**src/rtl/mux_n1_stream.sv**
```systemverilog
// mux_n1_stream
// N-input, WIDTH-bit registered stream multiplexer with valid/ready handshaking
// on every input channel and on the output, plus a one-entry output register.
//
// Selection modes (sampled combinationally every cycle):
//   mode=0 : external select; channel `sel` is granted when it is valid.
//   mode=1 : round-robin; the search starts at the pointer and wraps, and the
//            pointer moves past the winner on every round-robin transfer.
//
// Ports:
//   clk        rising-edge clock
//   rst        synchronous active-high reset
//   in_data    flattened channel data, channel i at [i*WIDTH +: WIDTH]
//   in_valid   per-channel valid
//   in_ready   per-channel ready (combinational, one-hot or zero)
//   sel        channel select for mode=0
//   mode       0 = external select, 1 = round-robin
//   out        registered output data
//   out_valid  output register holds a valid word
//   out_ready  consumer accepts the output word this cycle
//   out_src    index of the channel that supplied `out`
module mux_n1_stream #(
    parameter int WIDTH = 2,
    parameter int N     = 4,
    parameter int SEL_W = 2
) (
    input  logic               clk,
    input  logic               rst,
    input  logic [N*WIDTH-1:0] in_data,
    input  logic [N-1:0]       in_valid,
    output logic [N-1:0]       in_ready,
    input  logic [SEL_W-1:0]   sel,
    input  logic               mode,
    output logic [WIDTH-1:0]   out,
    output logic               out_valid,
    input  logic               out_ready,
    output logic [SEL_W-1:0]   out_src
);

    logic [WIDTH-1:0] out_q,       out_d;
    logic [SEL_W-1:0] out_src_q,   out_src_d;
    logic             out_valid_q, out_valid_d;
    logic [SEL_W-1:0] ptr_q,       ptr_d;

    logic             load;
    logic             fixed_valid;
    logic             rr_found;
    logic [SEL_W-1:0] rr_grant;
    logic             grant_valid;
    logic [SEL_W-1:0] grant;
    logic [WIDTH-1:0] mux_data;
    logic             xfer;

    // The register can take a word when it is empty or being drained now,
    // which gives full throughput with no bubble on drain-and-refill.
    assign load = !out_valid_q || out_ready;

    // External select: out-of-range sel never matches a channel, so it
    // yields no grant without indexing past the in_valid vector.
    always_comb begin
        fixed_valid = 1'b0;
        for (int i = 0; i < N; i++) begin
            if (int'(sel) == i) begin
                fixed_valid = in_valid[i];
            end
        end
    end

    // Round-robin search: visit ptr, ptr+1, ... wrapping modulo N and take
    // the first valid channel.
    always_comb begin
        int idx;
        idx      = 0;
        rr_found = 1'b0;
        rr_grant = '0;
        for (int k = 0; k < N; k++) begin
            idx = int'(ptr_q) + k;
            if (idx >= N) begin
                idx = idx - N;
            end
            if (!rr_found && in_valid[idx]) begin
                rr_found = 1'b1;
                rr_grant = SEL_W'(idx);
            end
        end
    end

    assign grant       = mode ? rr_grant : sel;
    assign grant_valid = mode ? rr_found : fixed_valid;

    // A granted channel is always valid, so a grant plus load is a transfer.
    assign xfer = !rst && load && grant_valid;

    always_comb begin
        in_ready = '0;
        mux_data = '0;
        for (int i = 0; i < N; i++) begin
            if (int'(grant) == i) begin
                in_ready[i] = xfer;
                mux_data    = in_data[i*WIDTH +: WIDTH];
            end
        end
    end

    always_comb begin
        out_d       = out_q;
        out_src_d   = out_src_q;
        out_valid_d = out_valid_q;
        ptr_d       = ptr_q;
        if (xfer) begin
            out_d       = mux_data;
            out_src_d   = grant;
            out_valid_d = 1'b1;
            if (mode) begin
                ptr_d = (int'(grant) == N - 1) ? '0 : grant + 1'b1;
            end
        end else if (load) begin
            // Word consumed (or register already empty) with nothing to
            // replace it: drop valid but keep data/src for observability.
            out_valid_d = 1'b0;
        end
    end

    always_ff @(posedge clk) begin
        if (rst) begin
            out_q       <= '0;
            out_src_q   <= '0;
            out_valid_q <= 1'b0;
            ptr_q       <= '0;
        end else begin
            out_q       <= out_d;
            out_src_q   <= out_src_d;
            out_valid_q <= out_valid_d;
            ptr_q       <= ptr_d;
        end
    end

    assign out       = out_q;
    assign out_src   = out_src_q;
    assign out_valid = out_valid_q;

endmodule

```
**config.mk**
```make
export PLATFORM = sky130hd
export DESIGN_NAME = mux_n1_stream
export DESIGN_NICKNAME = d
export VERILOG_FILES = /design/src/rtl/mux_n1_stream.sv
export SDC_FILE = /design/constraint.sdc
export NUM_CORES = 1
export LEC_CHECK = 0
export BUFFER_PORTS_ARGS = -buffer_cell sky130_fd_sc_hd__buf_2
export CAP_MARGIN = 20
export CELL_PAD_IN_SITES_DETAIL_PLACEMENT = 1
export CELL_PAD_IN_SITES_GLOBAL_PLACEMENT = 2
export CORE_AREA = 2 2 47 57
export DETAILED_ROUTE_END_ITERATION = 12
export DIE_AREA = 0 0 49 59
export GPL_TIMING_DRIVEN = 0
export PLACE_DENSITY = 0.82
export SYNTH_ARGS = -nofsm -noshare
export SYNTH_HDL_FRONTEND = slang
export SYNTH_SLANG_ARGS = --single-unit
```
**constraint.sdc**
```tcl
create_clock -name clk -period 4.4 [get_ports clk]
set_input_delay 0.22 -clock clk [delete_from_list [all_inputs] [get_ports clk]]
set_output_delay 0.22 -clock clk [all_outputs]
set_load 0.02 [all_outputs]
```
==> impl_metrics.json <==
{
  "critPathArrivalTime_ps": 2300,
  "finalHoldViolations": 0,
  "initial_core_util": 0.251,
  "io_buffers": 26,
  "fin_skew_ps": 3.28,
  "clk_path_buf_depth": 2,
  "gp_congestion": 0.675,
  "end_kind": "output port",
  "syn-num-nets": 91,
  "ant_nets": 0,
  "dp_hpwl_um": 1270,
  "nets": 122,
  "ctsHoldBuffers": 0,
  "slew_viol_final": 0,
  "met3_length_um": 42,
  "post_cts_buffers": 0,
  "synthCells": 69,
  "finalSetupTns_ps": 0,
  "muxShareOfSynthArea": 0.0691,
  "leakage_nw": 0.414,
  "highest_layer": "met3",
  "clockRootBuffer": "clkbuf_4",
  "path_max_fanout": 6,
  "cp-start-kind": "flop",
  "setup_ws_ps": 1880,
  "post_cts_resized": 0,
  "drt_pass1_iterations": 4,
  "fmaxAchievable_mhz": 397,
  "antenna_cells": 0,
  "drt-met1-wl_um": 656,
  "layout_common_cells": "buf_2, inv_1, nor2_1, nand2_1, dfxtp_1",
  "core.rowCount": 19,
  "synth_seq_cells": 7,
  "cts_made_buffers": 3,
  "relSlewSlack": 0.522,
  "netlist_area_sq_um": 579,
  "io_pins": 27,
  "antenna_found_initial": 0,
  "critical_path_class": "flop to output port",
  "die_w_um": 49,
  "die_area_sq_um": 2890,
  "synth-simple-area-share": 0.246,
  "multi_input_area_sq_um": 398,
  "grt_pass1_vias": 609,
  "routedWlPerCell_um": 11.7,
  "layout_commonest_cell": "buf_2",
  "drive_gt1_frac": 0.364,
  "ys_warn_count": 0,
  "core-area_sq_um": 2310,
  "fillers": 300,
  "power_density_nw_per_um2": 276,
  "grt_pass1_wl_um": 2750,
  "track_usage": 0.122,
  "rsz0062_at_grt": "false",
  "tightest_slew_ps": 707,
  "peakVddDrop_uv": 148,
  "hold_path.class": "input port to flop",
  "wl_um": 1520,
  "pre_cts_ws_ps": 1940,
  "cap_violations": 0,
  "synth-xor-area-share": 0,
  "required_ps": 4180,
  "status": "finished clean",
  "drt_iter0_markers": 19,
  "route.detailed.drc": 0,
  "ff_latch_area_sq_um": 140,
  "clock_latency_ps": 250,
  "setup_viol": 0,
  "synth-seq-area-share": 0.242,
  "fin_crit_sh": 0.572,
  "met2_length_um": 821,
  "yosys.cell_types.count": 27,
  "synthAdderAreaFrac": 0.0864,
  "htreeDepth": 1,
  "dieHeight_um": 59,
  "synth_compound_area_frac": 0.285,
  "path_clk_slew_ps": 50,
  "vias_per_cell": 4.62,
  "vias": 601,
  "grt_overflow": 0,
  "syn_avg_cell_area_sq_um": 8.40,
  "grt_max_degree": 11,
  "cts_tree": "done",
  "area_delta_synth_final_pct": 33.7,
  "cts.sinks": 7,
  "synth_top_family_by_area": "compound AO/OA/AOI/OAI gates",
  "fin_crit_ps": 2520
}
path summary, 6_finish.rpt:
path / start / end / slack [ps] / depth (start not counted)
worst max register to register: ptr_q[0] / out[0] / 1980 / 10
worst min-delay path: rst / out_src[0] / 190 / 2
worst max-delay path: ptr_q[0] / in_ready[3] / 1880 / 8
worst min register to register: out[0] / out[0] / 500 / 1
flip-flops by register name, summed over array words and instances (netlist names):
signal,flops
out_src,2
ptr_q,2
out_valid,1
out,2
stage by stage:
| stage | utilization | total power [mW] | instance area (sq um) | hold WS [ps] | instances |
|---|---|---|---|---|---|
| 2_1_floorplan | - | 0.131 | 579 | 285 | 69 |
| 5_1_grt | 0.336 | 0.231 | 774 | 214 | 130 |
| 4_1_cts | 0.336 | 0.220 | 774 | 181 | 130 |
| 3_3_place_gp | 0.324 | 0.157 | 748 | 448 | 126 |
| 6_report | 0.336 | 0.214 | 774 | 188 | 130 |
| 3_5_place_dp | 0.324 | 0.159 | 748 | 455 | 126 |
critical path: stages, from the launching register on:
cell and delay, ps:
dfxtp_1 360, nand2b_1 140, a21oi_1 60, a211oi_1 370
a21boi_0 300, inv_1 150, ha_1 280, and3_2 210
buf_2 150
report_power, final:
part	total [mW]	internal [mW]	leakage (nW)	switching, mW
Combinational	0.0811	0.0355	0.342	0.0456
Clock	0.0578	0.0346	0.0150	0.0233
Sequential	0.0751	0.0704	0.0579	0.00468
Total	0.214	0.140	0.414	0.0736
routing by layer:
metal,vias to the layer above,track usage
met5,-,0
li1,308,-
met2,9,0.215
met4,0,0.0612
met1,284,0.150
met3,0,0.0101
kinds of logic after synthesis:
kind of cell / Yosys count
AND/OR/NAND/NOR: 27
AO/OA/AOI/OAI: 19
buffers and inverters: 8
flip-flops: 7
multiplexers: 4
adder cells (fa/ha/maj): 4
Yosys cell counts, drive strengths merged:
cell type | count | area [sq um]
dfxtp | 7 | 140
o41ai | 2 | 25.0
nor3b | 1 | 7.51
nor2 | 8 | 32.5
a211oi | 2 | 20.0
inv | 7 | 26.3
mux2i | 4 | 40.0
nand3b | 2 | 15.0
ha | 4 | 50.1
nand3 | 1 | 5.00
a211o | 1 | 8.76
o211a | 2 | 20.0
a21boi | 1 | 7.51
buf | 1 | 15.0
nor2b | 1 | 6.26
o22ai | 2 | 12.5
a21oi | 6 | 30.0
and3 | 4 | 26.3
o211ai | 2 | 15.0
or4 | 1 | 11.3
o311ai | 1 | 26.3
nand2b | 2 | 12.5
nand2 | 7 | 26.3
final cells by class:
| cell class | count | share of cell area |
|---|---|---|
| multi-input cells | 54 | 0.514 |
| well taps | 31 | 0.0501 |
| flip-flops and latches | 7 | 0.181 |
| clock buffers | 4 | 0.0339 |
| repair buffers | 26 | 0.168 |
| plain buffers | 1 | 0.0194 |
| inverters | 7 | 0.0339 |
Note: power is estimated with default switching activity, not from simulation.
